--- src/rtl/df_pkg.sv ---
// Shared definitions for the sequential fractional multiplier: FSM states and default widths.
package df_pkg;

    localparam int DF_DW_DEFAULT = 8;
    localparam int DF_CW_DEFAULT = 2;

    typedef enum logic [1:0] {
        IDLE = 2'd0,
        RUN  = 2'd1,
        DONE = 2'd2
    } df_state_t;

endpackage

--- src/rtl/df_multiplier_seq.sv ---
// Sequential shift-add multiplier: out = upper DW bits of data * {coef, 1, 0...}.
// Optional build macro DF_MUL_ROUND_EN selects round-half-up instead of truncation.
module df_multiplier_seq
    import df_pkg::*;
#(
    parameter int DW = DF_DW_DEFAULT,
    parameter int CW = DF_CW_DEFAULT
) (
    input  logic          clk,
    input  logic          rst,
    input  logic          in_valid,
    output logic          in_ready,
    input  logic [CW-1:0] coef,
    input  logic [DW-1:0] data,
    output logic          out_valid,
    input  logic          out_ready,
    output logic [DW-1:0] out
);

    localparam int SHIFT0 = DW - CW - 1;
    localparam int CNTW   = $clog2(CW + 2);
    localparam logic [CNTW-1:0] LAST_COUNT = CNTW'(CW);
    localparam logic [2*DW-1:0] HALF_LSB = {{DW{1'b0}}, 1'b1, {(DW-1){1'b0}}};

    generate
        if (CW < 1 || CW > DW - 2) begin : g_bad_cfg
            $error("df_multiplier_seq: CW must satisfy 1 <= CW <= DW-2");
        end
    endgenerate

    df_state_t       state;
    df_state_t       state_nxt;
    logic [2*DW-1:0] acc;
    logic [2*DW-1:0] addend;
    logic [CW:0]     cbits;
    logic [CNTW-1:0] count;
    logic [2*DW-1:0] rounded;

    // The active coefficient bits {coef, 1} shift out LSB-first while the
    // addend (data aligned to the current bit weight) shifts left in step.
    always_ff @(posedge clk) begin
        if (rst) begin
            state  <= IDLE;
            acc    <= '0;
            addend <= '0;
            cbits  <= '0;
            count  <= '0;
        end else begin
            state <= state_nxt;
            unique case (state)
                IDLE: begin
                    if (in_valid) begin
                        acc    <= '0;
                        addend <= {{DW{1'b0}}, data} << SHIFT0;
                        cbits  <= {coef, 1'b1};
                        count  <= '0;
                    end
                end
                RUN: begin
                    if (cbits[0]) begin
                        acc <= acc + addend;
                    end
                    addend <= addend << 1;
                    cbits  <= cbits >> 1;
                    count  <= count + CNTW'(1);
                end
                DONE: begin
                end
                default: begin
                end
            endcase
        end
    end

    always_comb begin
        state_nxt = state;
        in_ready  = 1'b0;
        out_valid = 1'b0;
        unique case (state)
            IDLE: begin
                in_ready = 1'b1;
                if (in_valid) begin
                    state_nxt = RUN;
                end
            end
            RUN: begin
                if (count == LAST_COUNT) begin
                    state_nxt = DONE;
                end
            end
            DONE: begin
                out_valid = 1'b1;
                if (out_ready) begin
                    state_nxt = IDLE;
                end
            end
            default: begin
                state_nxt = IDLE;
            end
        endcase
    end

    // The coefficient is below 1.0, so adding half an LSB cannot carry out of 2*DW bits.
    always_comb begin
`ifdef DF_MUL_ROUND_EN
        rounded = acc + HALF_LSB;
`else
        rounded = acc;
`endif
        out = out_valid ? rounded[2*DW-1:DW] : '0;
    end

endmodule

--- config.mk ---
export PLATFORM = sky130hd
export DESIGN_NAME = df_multiplier_seq
export DESIGN_NICKNAME = d
export VERILOG_FILES = /design/src/rtl/df_pkg.sv /design/src/rtl/df_multiplier_seq.sv
export SDC_FILE = /design/constraint.sdc
export NUM_CORES = 1
export LEC_CHECK = 0
export CELL_PAD_IN_SITES_DETAIL_PLACEMENT = 1
export CELL_PAD_IN_SITES_GLOBAL_PLACEMENT = 1
export CORE_MARGIN = 8
export CORE_UTILIZATION = 40
export CTS_CLUSTER_SIZE = 14
export DETAILED_ROUTE_END_ITERATION = 10
export GPL_TIMING_DRIVEN = 1
export HOLD_SLACK_MARGIN = 0.1
export PLACE_DENSITY = 0.88
export REMOVE_ABC_BUFFERS = 1
export SLEW_MARGIN = 20
export SYNTH_ARGS = -nofsm -noshare
export SYNTH_HDL_FRONTEND = slang
export SYNTH_SLANG_ARGS = --single-unit
--- constraint.sdc ---
create_clock -name clk -period 2.7 [get_ports clk]
set_input_delay 0.54 -clock clk [delete_from_list [all_inputs] [get_ports clk]]
set_output_delay 0.54 -clock clk [all_outputs]
set_load 0.05 [all_outputs]
==> results of run 1 <==
worst max-delay path by stage:
stage | slack, ps | endpoint | cells after the start | start
6_report | 320 | acc[15] | 8 | acc[5]
5_1_grt | 180 | acc[15] | 8 | addend[5]
4_1_cts | 310 | acc[15] | 8 | acc[5]
3_5_place_dp | 310 | acc[15] | 8 | addend[5]
3_3_place_gp | 400 | acc[15] | 8 | addend[5]
2_1_floorplan | 280 | out[0] | 2 | state[1]
area by class of cell:
type / instances / area share, %
Clock buffer: 6 / 3.76
Sequential cell: 29 / 30.1
Clock inverter: 2 / 0.518
Multi-Input combinational cell: 146 / 49.7
Tap cell: 50 / 3.24
Timing Repair Buffer: 26 / 11.9
Inverter: 4 / 0.777
cell usage after synthesis, types with 2 or more instances:
master    number  area [um^2]
ha_1          11          138
and2_1         8         50.1
o21ai_0        4         20.0
a311oi_1       8         70.1
a22oi_1        9         67.6
xnor2_1        8         70.1
dfxtp_1       29          581
nor3_1         3         15.0
inv_1          4         15.0
a32oi_1        2         17.5
a21o_1         4         30.0
a21oi_1        9         45.0
nand2_1       19         71.3
nor2b_1        3         18.8
nand2b_1       3         18.8
a22o_1         5         43.8
nor2_1        30          113
clkbuf_1       9         33.8
a211oi_1       3         22.5
placed cells by master, fill, tap and decap left out, types with 5 or more instances in the layout:
| master | Yosys | final |
|---|---|---|
| nor2_1 | 30 | 30 |
| dfxtp_1 | 29 | 29 |
| a22oi_1 | 9 | 9 |
| clkbuf_8 | 0 | 5 |
| clkdlybuf4s50_1 | 0 | 14 |
| a311oi_1 | 8 | 8 |
| a22o_1 | 5 | 5 |
| buf_4 | 0 | 12 |
| nand2_1 | 19 | 19 |
| ha_1 | 11 | 11 |
| a21oi_1 | 9 | 9 |
| and2_1 | 8 | 8 |
| xnor2_1 | 8 | 8 |
registers in the layout (all words and copies together) (netlist names):
| signal | flops |
|---|---|
| addend | 11 |
| state | 2 |
| acc | 11 |
| cbits | 3 |
| count | 2 |
worst max-delay path, delay by kind of cell, from the launching register on:
family / cells / cell delay (ps)
AO/OA/AOI/OAI: 3 / 660
AND/OR/NAND/NOR: 2 / 560
flip-flops: 1 / 310
adder cells (fa/ha/maj): 2 / 660
multiplexers: 1 / 90
metal layers:
metal	vias to the layer above	wire length, um	share of wire, %	track usage, %
met5	-	0	0	0
met4	0	82	2.0	6.67
met3	8	149	3.6	3.50
met2	25	1950	48	23.3
met1	670	1910	47	17.3
li1	722	-	-	-
power groups by stage:
| stage | Combinational (mW) | Sequential, mW | Clock [mW] |
|---|---|---|---|
| 6_report | 0.157 | 0.469 | 0.348 |
| 5_1_grt | 0.177 | 0.473 | 0.376 |
| 4_1_cts | 0.159 | 0.470 | 0.358 |
| 3_5_place_dp | 0.156 | 0.479 | 0 |
| 3_3_place_gp | 0.151 | 0.478 | 0 |
| 2_1_floorplan | 0.0973 | 0.473 | 0 |
cells by family after synthesis:
| kind of cell | Yosys count | synth area share [%] |
|---|---|---|
| buffers and inverters | 13 | 3.07 |
| DFF | 29 | 36.5 |
| adders and majority gates | 12 | 9.91 |
| xor gates and xnor gates | 8 | 4.41 |
| muxes | 1 | 0.629 |
| AOI/OAI and AO/OA | 53 | 24.9 |
| and+or+nand+nor | 72 | 20.6 |
per-stage QoR:
step           utilization [%]  std cells  instance area [um^2]  worst slack [ps]  power [mW]
6_report                  49.4        263                  1930               322       0.975
4_1_cts                   49.4        263                  1930               310       0.986
5_1_grt                   49.4        263                  1930               180        1.03
3_5_place_dp              47.3        255                  1850               309       0.635
3_3_place_gp              47.3        255                  1850               402       0.629
2_1_floorplan                -        179                  1560               279       0.570
==> results.md, run 1 <==
* Status: complete, no violations
* Share of power burned in registers at about half
* Post-DR wirelength/cell at 15.6 um
* Final setup skew at 9.60 ps
* Initial antenna violation count at 0
* FF-to-FF End: acc[15]
* Vias in the first global route at 1526
* Yosys cell types at 36
* Cts hold-fix bufs at 0
* GRT Util Overall at ~14%
* CTS tree: built
* Cell breakdown of the critical path: ha_1 -> fa_1 -> a211oi_1 -> o21ai_1 -> and4b_1 -> or3_1 -> a31oi_1 -> mux2i_1
* CP endpoint kind: flip-flop
* Syn-to-layout area delta at 21.5%
* NetSw at 0.279 mW
* Antenna diodes at 0
* Initial Util at roughly two fifths
* Max Fclk at 421 MHz
* Placer Congestion at between 0.8 and 0.9
* Critical path type: flip-flop to flip-flop
* DR iter-0 viols at 80
* Hold path start: acc[15]
* Routed vias at about 1400
* First-pass GRT wire length at approximately 7000 um
* Count of input and output buffers at 23
* Synthesized cell area at 1590 um^2
* Clk_lat worst skew at about 290 ps
* HP Class: flip-flop to flip-flop
* Cell depth of the worst hold path at 1
* GRT overflow at 0
* Combinational fraction of design power at 16.1%
* Synthesis warning total at 0
* Post-CTS Setup Inserts at 0
* Final min period at 2380 ps
* Share of flip-flops with an asynchronous set or reset at 0%
* P_leak at around 0.82 nW
* Resized cells post-CTS at 0
* Htree depth at 2
* Fin nets at 238
* Routed Wire Length at 4090 um
* Largest net degree at the start of global routing at 25
* Die Ht at around 79 um
* CTS sink cnt at 29
* Vias/cell at ~5.4
* DRC violations left at 0
* Io pins at 24
* Max-Cap Viols at 0
* WHS Endpoint: acc[15]
* Cell count after synthesis at ~190
* RSZ-0062 raised after global routing: no
* Layout cells sized above 1 at between 10 and 15%
* Fin Hold WS at approximately 460 ps
* #FFs+latches synth at 29
* Multi-input gate area at between 900 and 1000 um^2
* Crit path launch type: flip-flop
* CTS Buffer Depth at 2
* Clk pwr share at roughly 36%
* Detail Route Antenna Nets at 0
* Setup TNS at 0 ps
* Avg Inst Size Synth at 8.46 um^2
* Crit path DAT at approximately 2600 ps
* Setup violations, final at 0
* R2R cell count at 8
* Internal at between 0.6 and 0.7 mW
* Peak VDD IR at between 0.3 and 0.4 mV
* Root buf cell: clkbuf_8
* Pwr Density at a little over 500 nW/um^2
* Final Hold Vio Count at 0
* Num CTS Buffers at 5
* Post-synth EDFFs at 0
* Clock slew at reported path FFs at about 70 ps
* Num rows at 23
* Synth Flop Type: dfxtp_1
* Core box area at roughly 4000 um^2
* Sequential fraction of the synthesis area at 36.5%
* Max incr delay on CP at around 430 ps
* CP required at roughly 2900 ps
* Die W at 79.1 um
* Hpwl dp at between 2000 and 3000 um
* Switching part of the total at 28.6%
* Crit share post-route at approximately 88%
* Register Area at roughly 580 um^2
* Worst R2R Start: acc[5]
* Max Slew Vio Count at 0
* DRT Pass-1 Iters at 4
* Die area at around 6200 um^2
* Worst Tran Pin Value at slightly above 600 ps
* Maximum fanout along the worst path at 3
* FF-to-FF setup slack at 320 ps
* Worst-case headroom to the max-slew limit at 58.7%
* CP max-delay cell: fa_1
* Fill count at around 470
(Power assumes the default switching activity.)
==> run 2: changes to the inputs <==
--- a/config.mk
+++ b/config.mk
@@ -19,3 +19,4 @@
 export SYNTH_ARGS = -nofsm -noshare
 export SYNTH_HDL_FRONTEND = slang
 export SYNTH_SLANG_ARGS = --single-unit
+export TNS_END_PERCENT = 30
==> results of run 2 <==
The final DEF is identical to that of run 1; final timing and power are the same.
==> run 3: changes to the inputs <==
--- a/config.mk
+++ b/config.mk
@@ -12,7 +12,7 @@
 export CTS_CLUSTER_SIZE = 14
 export DETAILED_ROUTE_END_ITERATION = 10
 export GPL_TIMING_DRIVEN = 1
-export HOLD_SLACK_MARGIN = 0.1
+export HOLD_SLACK_MARGIN = 0.05
 export PLACE_DENSITY = 0.88
 export REMOVE_ABC_BUFFERS = 1
 export SLEW_MARGIN = 20
==> results of run 3 <==
The final DEF is identical to that of run 1; final timing and power are the same.
